==> config.mk <==
export PLATFORM = sky130hd
export DESIGN_NAME = mdu_sequencer_flat
export DESIGN_NICKNAME = d
export VERILOG_FILES = /design/src/rtl/mdu_sequencer_if.sv /design/src/rtl/mdu_sequencer.sv /design/src/flat_wrapper.sv
export SDC_FILE = /design/constraint.sdc
export NUM_CORES = 1
export LEC_CHECK = 0
export CAP_MARGIN = 0
export CELL_PAD_IN_SITES_DETAIL_PLACEMENT = 1
export CELL_PAD_IN_SITES_GLOBAL_PLACEMENT = 1
export CORE_AREA = 2 2 266 215
export DETAILED_ROUTE_END_ITERATION = 8
export DIE_AREA = 0 0 268 217
export DONT_BUFFER_PORTS = 1
export GPL_ROUTABILITY_DRIVEN = 1
export GPL_TIMING_DRIVEN = 1
export PLACE_DENSITY = 0.93
export SYNTH_ARGS = -nofsm -noshare
export SYNTH_HDL_FRONTEND = slang
export SYNTH_SLANG_ARGS = --single-unit
export TNS_END_PERCENT = 10
==> constraint.sdc <==
create_clock -name clk -period 7.1 [get_ports clk]
set_input_delay 1.065 -clock clk [delete_from_list [all_inputs] [get_ports clk]]
set_output_delay 1.065 -clock clk [all_outputs]
set_load 0.01 [all_outputs]
==> src/rtl/mdu_sequencer_if.sv <==
// mdu_sequencer_if: operand/result handshake between the execute stage and the mul/div unit
interface mdu_sequencer_if #(parameter int XLEN = 64);
    logic            in_valid;
    logic            in_ready;
    logic [3:0]      op;
    logic [XLEN-1:0] a;
    logic [XLEN-1:0] b;
    logic            out_valid;
    logic            out_ready;
    logic [XLEN-1:0] result;
    modport slave(input in_valid, op, a, b, out_ready, output in_ready, out_valid, result);
    modport master(output in_valid, op, a, b, out_ready, input in_ready, out_valid, result);
endinterface

==> src/rtl/mdu_sequencer.sv <==
// mdu_sequencer: iterative RV64M multiply/divide, one result bit per cycle
module mdu_sequencer #(parameter int XLEN = 64) (
    input  logic           clk,
    input  logic           resetn,
    input  logic           flush,
    mdu_sequencer_if.slave bus,
    output logic           busy
);
    localparam int H = XLEN / 2;
    localparam int CW = $clog2(XLEN);
    typedef enum logic [2:0] {IDLE, MUL, DIV, FIXUP, DONE} stateT;
    stateT state, stateNext;
    logic [XLEN-1:0] opA, opB, acc, rem, aSext, bSext, aRaw, bRaw, aMag, bMag, minVal;
    logic [XLEN-1:0] specialRes, resVal, fixed;
    logic [XLEN:0] remShift, diff;
    logic [CW-1:0] cnt;
    logic isW, isMul, isRem, negQ, negR;
    logic opW, opSigned, opRem, opMul, opUnused, aNeg, bNeg, bZero, ovf, special;
    logic accept, last, geq;
    assign opW = bus.op >= 4'd5 && bus.op <= 4'd9;
    assign opSigned = bus.op == 4'd1 || bus.op == 4'd3 || bus.op == 4'd6 || bus.op == 4'd8;
    assign opRem = bus.op == 4'd3 || bus.op == 4'd4 || bus.op == 4'd8 || bus.op == 4'd9;
    assign opMul = bus.op == 4'd0 || bus.op == 4'd5;
    assign opUnused = bus.op > 4'd9;
    assign aSext = opW ? {{H{bus.a[H-1]}}, bus.a[H-1:0]} : bus.a;
    assign bSext = opW ? {{H{bus.b[H-1]}}, bus.b[H-1:0]} : bus.b;
    assign aRaw = opW ? {{H{1'b0}}, bus.a[H-1:0]} : bus.a;
    assign bRaw = opW ? {{H{1'b0}}, bus.b[H-1:0]} : bus.b;
    assign aNeg = opSigned && aSext[XLEN-1];
    assign bNeg = opSigned && bSext[XLEN-1];
    assign aMag = aNeg ? -aSext : aRaw;
    assign bMag = bNeg ? -bSext : bRaw;
    assign minVal = opW ? {{(H+1){1'b1}}, {(H-1){1'b0}}} : {1'b1, {(XLEN-1){1'b0}}};
    assign bZero = bSext == '0;
    assign ovf = opSigned && bSext == '1 && aSext == minVal;
    assign special = !opMul && !opUnused && (bZero || ovf);
    // Both special-case quotients (all ones, MIN) and remainders (dividend, 0) come straight from the operands
    assign specialRes = opUnused ? '0 : bZero ? (opRem ? aSext : '1) : (opRem ? '0 : aSext);
    assign accept = bus.in_valid && state == IDLE && !flush;
    assign last = cnt == (isW ? CW'(H - 1) : CW'(XLEN - 1));
    assign remShift = {rem, isW ? opA[H-1] : opA[XLEN-1]};
    assign diff = remShift - {1'b0, opB};
    assign geq = !diff[XLEN];
    assign resVal = isMul ? acc : isRem ? rem : opA;
    assign fixed = (isRem ? negR : negQ) ? -resVal : resVal;
    assign bus.in_ready = state == IDLE;
    assign bus.out_valid = state == DONE;
    assign busy = state != IDLE;
    always_ff @(posedge clk or negedge resetn)
        if (!resetn) state <= IDLE;
        else state <= stateNext;
    always_comb begin
        stateNext = state;
        case (state)
            IDLE: if (accept) stateNext = (opUnused || special) ? DONE : opMul ? MUL : DIV;
            MUL, DIV: if (last) stateNext = FIXUP;
            FIXUP: stateNext = DONE;
            DONE: if (bus.out_ready) stateNext = IDLE;
            default: stateNext = IDLE;
        endcase
        if (flush) stateNext = IDLE;
    end
    always_ff @(posedge clk or negedge resetn)
        if (!resetn) begin
            opA <= '0;
            opB <= '0;
            acc <= '0;
            rem <= '0;
            cnt <= '0;
            isW <= 1'b0;
            isMul <= 1'b0;
            isRem <= 1'b0;
            negQ <= 1'b0;
            negR <= 1'b0;
            bus.result <= '0;
        end else if (accept) begin
            opA <= aMag;
            opB <= bMag;
            acc <= '0;
            rem <= '0;
            cnt <= '0;
            isW <= opW;
            isMul <= opMul;
            isRem <= opRem;
            negQ <= aNeg ^ bNeg;
            negR <= aNeg;
            bus.result <= specialRes;
        end else if (state == MUL) begin
            acc <= acc + (opB[0] ? opA : '0);
            opA <= opA << 1;
            opB <= opB >> 1;
            cnt <= cnt + 1'b1;
        end else if (state == DIV) begin
            rem <= geq ? diff[XLEN-1:0] : remShift[XLEN-1:0];
            opA <= {opA[XLEN-2:0], geq};
            cnt <= cnt + 1'b1;
        end else if (state == FIXUP && !flush) begin
            bus.result <= isW ? {{H{fixed[H-1]}}, fixed[H-1:0]} : fixed;
        end
endmodule

==> src/flat_wrapper.sv <==
// flat-port wrapper written by rule: the top's interface ports become plain ports
module mdu_sequencer_flat 
#(parameter int XLEN = 64)
  (clk, resetn, flush, busy, bus_in_valid, bus_op, bus_a, bus_b, bus_out_ready, bus_in_ready, bus_out_valid, bus_result);
  mdu_sequencer_if #(.XLEN(XLEN)) bus_i ();
  input  logic clk;
  input  logic resetn;
  input  logic flush;
  output logic busy;
  input wire logic [$bits(bus_i.in_valid)-1:0] bus_in_valid;
  input wire logic [$bits(bus_i.op)-1:0] bus_op;
  input wire logic [$bits(bus_i.a)-1:0] bus_a;
  input wire logic [$bits(bus_i.b)-1:0] bus_b;
  input wire logic [$bits(bus_i.out_ready)-1:0] bus_out_ready;
  output wire logic [$bits(bus_i.in_ready)-1:0] bus_in_ready;
  output wire logic [$bits(bus_i.out_valid)-1:0] bus_out_valid;
  output wire logic [$bits(bus_i.result)-1:0] bus_result;
  assign bus_i.in_valid = bus_in_valid;
  assign bus_i.op = bus_op;
  assign bus_i.a = bus_a;
  assign bus_i.b = bus_b;
  assign bus_i.out_ready = bus_out_ready;
  assign bus_in_ready = bus_i.in_ready;
  assign bus_out_valid = bus_i.out_valid;
  assign bus_result = bus_i.result;
  mdu_sequencer #(.XLEN(XLEN)) u_core (.clk(clk), .resetn(resetn), .flush(flush), .bus(bus_i), .busy(busy));
endmodule
== Word-level counts from Yosys, hierarchy flattened ==
Index checks and enable logic that the tools add are counted.
Operators by class
  order comparisons: 3
  div/mod/pow operators: 0
  reductions and logical operators: 35
  equal/unequal tests: 19
  $mul: 0
  add/sub/neg operators: 6
  bitwise operators: 1
  muxes and demuxes: 44
  shift-type cells: 0
Operator list (count)
  $mux 64: 30
  $neg 64->64: 3
  $sub 65x64->65: 1
  $add 64x64->64: 1
  $eq 64x64->1: 1
  $eq 64x64->1 const B: 1
  $logic_not 64->1: 1
  $mux 63: 1
  $mux 6: 4
  $mux 3: 5
  $eq 4x3->1 const B: 3
  $pmux 3 s4: 1
  $logic_and 1x1->1: 10
  $logic_or 1x1->1: 9
  $eq 4x4->1 const B: 2
  $add 6x1->6 const B: 1
  $eq 3x2->1 const B: 2
  $eq 6x6->1: 1
  $ne 3x2->1 const B: 2
  $reduce_and 3->1: 2
  $reduce_bool 2->1: 3
  $reduce_bool 3->1: 2
  $eq 4x1->1 const B: 1
  $eq 4x2->1 const B: 1
  15 further kinds: 20
Word-level totals
  logic and storage cells: 120
  memories: 0
  bits in read-only memories: 0
  output and inout bits: 67
  latch bits: 0
  RAM bits: 0
  bits in registers: 334

== Longest topological paths before layout ==
Gate-level depths: netlist (run 1).
  depth after elaboration: 13
  mapped depth: 18
  depth with buffers taken out: 15

== Least setup slack after synthesis (run 1) ==
Ideal clock, no wire load.
  kind: input port to flip-flop
  start point: input port bus_b[26]
  end point: register u_core.bus.result[9]
  buffers on the path: 2
  data arrival time: 4.147 ns
  required time: 7.035 ns
  stages on the path: 12
  setup slack: 2.888 ns
  path through: or4_4 or3_4 or4_4 nand3b_4 or3_4 or3b_1 buf_6 nor2_8 buf_4 a21oi_1 o221ai_1 o21a_1
Between the ends
  cells in the longest elaborated chain, start to end: 5
Ends and longest elaborated chain
  start: declaration: RTL line flat_wrapper.sv:13  | input wire logic [$bits(bus_i.b)-1:0] bus_b;
  $mux 64: RTL line mdu_sequencer.sv:26  | assign bSext = opW ? {{H{bus.b[H-1]}}, bus.b[H-1:0]} : bus.b;
  $logic_not 64->1: RTL line mdu_sequencer.sv:34  | assign bZero = bSext == '0;
  $mux 64 (2 in series): RTL line mdu_sequencer.sv:38  | assign specialRes = opUnused ? '0 : bZero ? (opRem ? aSext : '1) : (opRem ? '0 : aSext);
  $mux 64: RTL line mdu_sequencer.sv:76  | end else if (accept) begin
  end signal: assignment: RTL line mdu_sequencer.sv:87  | bus.result <= specialRes;
  end signal: assignment: RTL line mdu_sequencer.sv:98  | bus.result <= isW ? {{H{fixed[H-1]}}, fixed[H-1:0]} : fixed;
  end: declaration: RTL line mdu_sequencer_if.sv:11  | modport slave(input in_valid, op, a, b, out_ready, output in_ready, out_valid, result);
No other way between the ends.
A chain may end at the register's enable or synchronous reset.

== Final worst setup path (run 1) ==
  start point: register u_core.isRem
  end point: register u_core.bus.result[36]
Between the ends
  cells in the longest elaborated chain, start to end: 9
Ends and longest elaborated chain
  start: declaration: RTL line mdu_sequencer.sv:17  | logic isW, isMul, isRem, negQ, negR;
  start signal: assignment: RTL line mdu_sequencer.sv:84  | isRem <= opRem;
  $mux 64 (2 in series): RTL line mdu_sequencer.sv:44  | assign resVal = isMul ? acc : isRem ? rem : opA;
  $neg 64->64: RTL line mdu_sequencer.sv:45  | assign fixed = (isRem ? negR : negQ) ? -resVal : resVal;
  $mux 64 *: RTL line mdu_sequencer.sv:45
  $mux 64 *: RTL line mdu_sequencer.sv:98
  $mux 64 *: RTL line mdu_sequencer.sv:97  | end else if (state == FIXUP && !flush) begin
  $mux 64 *: RTL line mdu_sequencer.sv:93  | end else if (state == DIV) begin
  $mux 64 *: RTL line mdu_sequencer.sv:88  | end else if (state == MUL) begin
  $mux 64 *: RTL line mdu_sequencer.sv:76
Every way passes the cells marked *; elsewhere a longest branch is shown, timed or not. The select of a mux whose other input is x is not followed.

==> results of run 1 <==
worst max-delay path, stage by stage, from the launching register on:
cell	delay, ps
dfrtp_4	870
mux2_2	400
mux2i_1	400
nand4_1	260
nor4_2	530
nand4_1	490
o31ai_1	430
xor2_1	400
nand2_1	160
a21oi_2	940
a21oi_1	130
a21oi_1	210
stage by stage:
step | power (W) | util | worst slack, ps
2_1_floorplan | 0.00953 | - | 2890
3_3_place_gp | 0.0117 | 0.527 | 2130
3_5_place_dp | 0.0121 | 0.527 | 2000
4_1_cts | 0.0145 | 0.551 | 1940
5_1_grt | 0.0156 | 0.551 | 1470
6_report | 0.0149 | 0.551 | 1750
metal layers:
| metal | up-vias | track usage |
|---|---|---|
| met2 | 1908 | 0.624 |
| li1 | 13600 | - |
| met4 | 2 | 0.240 |
| met1 | 15600 | 0.529 |
| met3 | 502 | 0.112 |
| met5 | - | 0 |
area by class of cell:
| class | instances | area share |
|---|---|---|
| inverter | 106 | 0.0129 |
| tap | 760 | 0.0308 |
| timing repair buffer | 38 | 0.00966 |
| clock inverter | 13 | 0.00568 |
| multi-input combinational | 3129 | 0.632 |
| antenna | 2 | 0.000162 |
| sequential | 334 | 0.271 |
| clock buffer | 58 | 0.0376 |
cell usage in the layout, fill, tap and decap left out, types with 32 or more instances in the layout:
cell type | synthesis | final
nor2_1 | 267 | 262
o21a_1 | 44 | 43
o21ai_0 | 421 | 420
nand4_1 | 58 | 58
xnor2_1 | 138 | 138
inv_1 | 106 | 106
nand2_1 | 385 | 384
buf_4 | 2 | 37
nor3_1 | 66 | 65
nand3_1 | 178 | 178
a21o_1 | 77 | 77
clkbuf_16 | 0 | 41
a22oi_1 | 74 | 74
xor2_1 | 133 | 133
nor4_1 | 32 | 32
ha_1 | 132 | 132
dfrtp_1 | 334 | 332
a21oi_1 | 456 | 455
mux2i_1 | 70 | 69
and2_1 | 84 | 82
a31oi_1 | 52 | 52
synth_stat cells (all sizes together), types with 6 or more instances:
| cell type | instances | area, µm² |
|---|---|---|
| a41oi | 8 | 70.1 |
| xor2 | 133 | 1160 |
| nor3 | 66 | 330 |
| o21bai | 30 | 225 |
| o22a | 9 | 78.8 |
| o41ai | 13 | 114 |
| nand3 | 178 | 891 |
| a211oi | 15 | 113 |
| a221oi | 10 | 87.6 |
| or3 | 25 | 166 |
| mux2 | 30 | 338 |
| dfrtp | 334 | 8360 |
| o311ai | 6 | 52.6 |
| a21boi | 12 | 90.1 |
| o31a | 6 | 52.6 |
| a31oi | 52 | 325 |
| and2 | 85 | 532 |
| o211ai | 10 | 75.1 |
| o221ai | 18 | 158 |
| inv | 106 | 398 |
| o31ai | 30 | 225 |
| mux2i | 70 | 701 |
| or4 | 16 | 128 |
| nor4 | 35 | 246 |
| nand2b | 23 | 144 |
| nor2 | 268 | 1020 |
| o21a | 44 | 330 |
| nand2 | 387 | 1470 |
| nor2b | 20 | 125 |
| nand3b | 12 | 103 |
| ha | 132 | 1650 |
| nand4 | 58 | 363 |
| o22ai | 25 | 156 |
| a32oi | 23 | 201 |
| buf | 39 | 199 |
| a21oi | 456 | 2280 |
| clkbuf | 216 | 811 |
| or2 | 14 | 87.6 |
| and3 | 20 | 125 |
| a22oi | 74 | 556 |
| a21o | 77 | 578 |
| a211o | 6 | 52.6 |
| xnor2 | 138 | 1210 |
| nor3b | 10 | 75.1 |
| o21ai | 428 | 2150 |
state kept, by name (all words and copies together) (netlist names):
signal	cells
u_core.isW	1
u_core.cnt	6
u_core.isRem	1
u_core.opA	64
u_core.negR	1
u_core.state	3
u_core.bus.result	64
u_core.rem	64
u_core.isMul	1
u_core.opB	64
u_core.acc	64
u_core.negQ	1
worst max path at each step:
| stage | start | endpoint | slack [ps] | cells after the start |
|---|---|---|---|---|
| 6_report | u_core.isRem$_DFFE_PN0P_ | u_core.bus.result[36]$_DFFE_PN0P_ | 1750 | 11 |
| 5_1_grt | u_core.isRem$_DFFE_PN0P_ | u_core.bus.result[34]$_DFFE_PN0P_ | 1470 | 11 |
| 4_1_cts | u_core.isRem$_DFFE_PN0P_ | u_core.bus.result[36]$_DFFE_PN0P_ | 1940 | 11 |
| 3_5_place_dp | bus_b[9] | u_core.bus.result[52]$_DFFE_PN0P_ | 2000 | 12 |
| 3_3_place_gp | bus_b[9] | u_core.bus.result[52]$_DFFE_PN0P_ | 2130 | 12 |
| 2_1_floorplan | bus_b[26] | u_core.bus.result[9]$_DFFE_PN0P_ | 2890 | 12 |
cells by family (layout without fill, tap and decap cells):
logic type,Yosys count,in the layout
buffers and inverters,361,215
AO/OA/AOI/OAI,1387,1387
XOR/XNOR,271,271
multiplexers,100,100
AND/OR/NAND/NOR,1237,1237
flip-flops,334,334
other,0,2
adder cells (fa/ha/maj),134,134
power breakdown:
| group | switching [W] | leakage (nW) | internal (W) |
|---|---|---|---|
| combinational | 0.00565 | 7.98 | 0.00304 |
| sequential | 0.00124 | 4.26 | 0.00272 |
| clock | 0.000942 | 0.657 | 0.00128 |
==> flow_summary.ini, run 1 <==
[cts]
ctsHoldBuffers = 0
cts_tree = done
post_cts_resized = 0
clk_path_buf_depth = 3
clkLatencyLatePin_ps = 600
numCtsBuffers = 40
clk_pin_slew_ps = 70
post_cts_buffers = 0
htreeDepth = 2
clock_sinks = 334
root_buffer = clkbuf_16

[worst_setup_path]
crit_arrival_ps = 5850
worstPathMaxFanout = 38
end_kind = flip-flop
crit_required_ps = 7600
critPathLaunchType = flip-flop
reg2reg_slack_ps = 1750
reg2reg_depth = 11
r2r_start = u_core.isRem$_DFFE_PN0P_
reg2reg_to = u_core.bus.result[36]$_DFFE_PN0P_
critPathKind = flip-flop to flip-flop

[timing]
min_period_over_period = 0.753
setup_viol = 0
final-hold-violation-count = 0
worst_pin_slew_ps = 1220
fmax_mhz = 187
holdWs_ps = 177
fin_crit_ps = 5350
drv_slew = 0
slew_headroom = 0.187
skew_ps = 25.0
fin_tns_setup_ps = 0
rsz0062_at_grt = no

[pwr]
leakagePower_nw = 12.9
powerDensity_nw_per_um2 = 482
ir_drop_v = 0.000386

[place]
dp_hpwl_um = 86600
routabilityCongestion = 0.995
dpl-instance-area_um2 = 29500
io_buffers = 0
dp_cells = 4367

[global_routing]
grt_util_all_layers = 0.412
grt_max_degree = 335
grt_pass1_vias = 31900
grt_pass1_wl_um = 189000
grt_antenna_before_repair = 4
grt-ovfl-total = 0

[floorplan]
pin_count = 204
initial_core_util = 0.521
dieArea_um2 = 58200
design.core.area_um2 = 55900
dieWidth_um = 268
die_h_um = 217
num_rows = 78

[routing]
via_per_inst = 7.11
drt_iter0_markers = 3517
drt-total-wl_um = 122000
dr_wl_met2_um = 52500
drc_errors = 0
highest_layer = met5
wl_per_cell_um = 27.6
dr_wl_met3_um = 13900
antenna_left = 0
vias = 31600
wl_met1_um = 47900
drtPass1Iterations = 6

[yosys]
ys_seq_elements = 334
postSynthCellCount = 3824
synth_area_um2 = 29200
ys_seq_area_frac = 0.287
synth_top_family_by_area = compound AO/OA/AOI/OAI gates
synth_nets = 4095
synthMuxAreaShare = 0.0356
synth_edf_count = 0
synth_compound_gate_area_share = 0.285
synthSimpleGateAreaFrac = 0.205
syn_area_per_cell_um2 = 7.63
synthArstFlopShare = 1.00
ys.flop_type = dfrtp_1
ys_types = 84
synth-xor-area-share = 0.0814
synth_adder_area_share = 0.0580
yosys_warnings = 0

[layout]
area_delta_synth_final_pct = 5.71
stdcell_count = 4440
fin_nets = 3920
finalInstanceArea_um2 = 30800
multi_input_area_um2 = 19500
regArea_um2 = 8370
n_fill_cell = 6970
drive_gt1_frac = 0.0489

[job]
drv_cap = 0

[worst_hold_path]
hold_class = input port to async pin

[run_status]
outcome = completed
(Power assumes the default switching activity.)
==> run 2, diff against run 1 <==
- ABC_AREA: unset -> 1
- CORE_AREA: 2 2 266 215 -> 2 2 312 252
- DIE_AREA: 0 0 268 217 -> 0 0 314 254
- PLACE_DENSITY: 0.93 -> 0.88
- clock period: 7.1 -> 5.6 ns (I/O delays scaled with it)
==> run 2 against run 1 <==
  * Global-route usage is 3.5 points higher
  * Cell area rose by 20%
  * Combinational power increased by 89%
  * Clock-buffer cell count increased by 1
  * Register-to-register slack worse by 750 ps
  * Worst hold slack lost 130 ps
  * Wire length up 50%
==> flow_summary.ini, run 2 <==
[timing]
fin_tns_setup_ps = 0
worst_pin_slew_ps = 1200
min_period_over_period = 0.820
fin_crit_ps = 4590
rsz0062_at_grt = no
slew_headroom = 0.202
setup_viol = 0
final-hold-violation-count = 0
skew_ps = 38.6
drv_slew = 0
fmax_mhz = 218

[worst_setup_path]
critPathLaunch = u_core.opB[0]$_DFFE_PN0P_
r2r_start = u_core.opB[0]$_DFFE_PN0P_
end_kind = flip-flop
critPathLaunchType = flip-flop
crit_path_max_incr_delay_ps = 880
worstPathCellList = buf_4, nand2_1, inv_1, ha_1, inv_1, fa_1, nand3b_1, nand2_1, a21boi_0, o21ai_0, a21boi_0, o21ai_0, nand2_1, nand2_1, nand2_1, nand3_1, nand2_1
cp_top_family = compound AO/OA/AOI/OAI gates
worstPathMaxFanout = 32
crit_arrival_ps = 5100
slowest_stage = o21ai_0
worst-path-buf-inv = 3
crit_top_cell = nand2_1
critPathKind = flip-flop to flip-flop
crit_required_ps = 6100

[floorplan]
die_h_um = 254
num_rows = 91
dieWidth_um = 314
initial_core_util = 0.457
pin_count = 204
design.core.area_um2 = 76600
dieArea_um2 = 79800

[pwr]
p_seq_frac = 0.222
p_int_w = 0.00981
p_switching_w = 0.0152
ir_drop_v = 0.000306
combinationalPowerShare = 0.656
p_sw_frac = 0.608
powerDensity_nw_per_um2 = 674
pwr-share-clk = 0.122
leakagePower_nw = 18.5

[layout]
multi_input_area_um2 = 22500
fin_nets = 6111
n_fill_cell = 10800
final_common_cell = nand2_1
stdcell_count = 6899
finalCoreUtilization = 0.484
drive_gt1_frac = 0.0395
regArea_um2 = 8360
layout_common_cells = nand2_1 (1739), inv_1 (797), nor2_1 (733)
area_delta_synth_final_pct = 6.04

[yosys]
synthArstFlopShare = 1.00
ys_seq_area_frac = 0.239
syn_area_per_cell_um2 = 5.86
yosysMostFrequentCell = nand2_1
ys_types = 59
synth_nets = 6243
synth_area_um2 = 35000
synth_edf_count = 0
ys_seq_elements = 334
postSynthCellCount = 5972
yosys_warnings = 0
synth_top_area_cell = dfrtp_1
ys_top_cells_by_area = dfrtp_1 (24%), nand2_1 (19%), inv_1 (8.6%)
synth_top_area_share = 0.239
ys.flop_type = dfrtp_1
yosys-top-cells-count = nand2_1 (1740), inv_1 (801), nor2_1 (737), nand3_1 (506), o21ai_0 (433)

[place]
routabilityCongestion = 1.06
io_buffers = 0
dp_hpwl_um = 145000
dp_cells = 6814

[cts]
root_buffer = clkbuf_16
post_cts_resized = 0
cts_tree = done
htreeDepth = 2
clkLatencyLatePin_ps = 640
post_cts_buffers = 0
clk_path_buf_depth = 3
numCtsBuffers = 43
clock_sinks = 334
clk_pin_slew_ps = 70

[global_routing]
grt_antenna_before_repair = 12
grt_util_all_layers = 0.447
grt_pass1_vias = 40600
grt_max_degree = 335
grt_pass1_wl_um = 267000
grt-ovfl-total = 0

[routing]
vias = 42500
wl_per_cell_um = 26.5
drt-total-wl_um = 183000
drtPass1Iterations = 6
antenna_left = 0
drc_errors = 0
drt_iter0_markers = 5126
via_per_inst = 6.16

[run_status]
outcome = completed

[worst_hold_path]
hold_class = input port to async pin

[job]
drv_cap = 0
-- run 2: kinds of logic (layout without fill, tap and decap cells) --
| logic type | count (synthesis) | in the layout | share of synthesized area |
|---|---|---|---|
| compound gates | 1079 | 1079 | 0.173 |
| xor+xnor | 113 | 113 | 0.0283 |
| fa+ha+maj | 134 | 134 | 0.0483 |
| buf+inv | 1043 | 944 | 0.121 |
| flops | 334 | 334 | 0.239 |
| other cells | 0 | 3 | 0 |
| simple gates | 3269 | 3269 | 0.391 |
-- run 2: final timing paths --
kind	endpoint	slack (ps)	cells after the start
max in group asynchronous	u_core.bus.result[8]$_DFFE_PN0P_	4550	1
setup reg to reg	u_core.acc[38]$_DFFE_PN0P_	1010	17
setup / recovery	u_core.acc[38]$_DFFE_PN0P_	1010	17
hold / removal	u_core.rem[15]$_DFFE_PN0P_	50	1
min in group clk	u_core.state[1]$_DFFE_PN0P_	390	3
hold reg to reg	u_core.opB[24]$_DFFE_PN0P_	500	2
-- run 2: metal layers --
metal | track usage | vias to the layer above | share of wire
met3 | 0.183 | 285 | 0.15
met4 | 0.122 | 12 | 0.029
met2 | 0.595 | 2404 | 0.38
met5 | 0.0135 | - | 0.0012
met1 | 0.649 | 20700 | 0.44
li1 | - | 19000 | -
-- run 2: final cells by class --
cell class                 instances  share of cell area
inverter                         819              0.0830
multi-input combinational       4595               0.605
timing repair buffer              47              0.0118
sequential                       334               0.225
tap                             1023              0.0345
clock inverter                    19             0.00721
clock buffer                      59              0.0328
antenna                            3            0.000202
-- run 2: power by group through the flow --
stage | sequential, W | combinational (W) | clock (W)
after floorplan | 0.00428 | 0.0105 | 0
after CTS | 0.00534 | 0.0156 | 0.00305
final | 0.00556 | 0.0164 | 0.00306
after global placement | 0.00529 | 0.0150 | 0
after detailed placement | 0.00535 | 0.0155 | 0
after global routing | 0.00553 | 0.0177 | 0.00313
-- run 2: stage by stage --
step	cell area (µm²)	setup slack, ps	hold WS (ps)	power [W]
6_report	37100	1010	50.4	0.0250
5_1_grt	37100	782	64.0	0.0264
4_1_cts	37000	1170	-94.1	0.0240
3_5_place_dp	35500	1180	478	0.0208
3_3_place_gp	35500	1360	467	0.0203
2_1_floorplan	35000	2640	449	0.0148
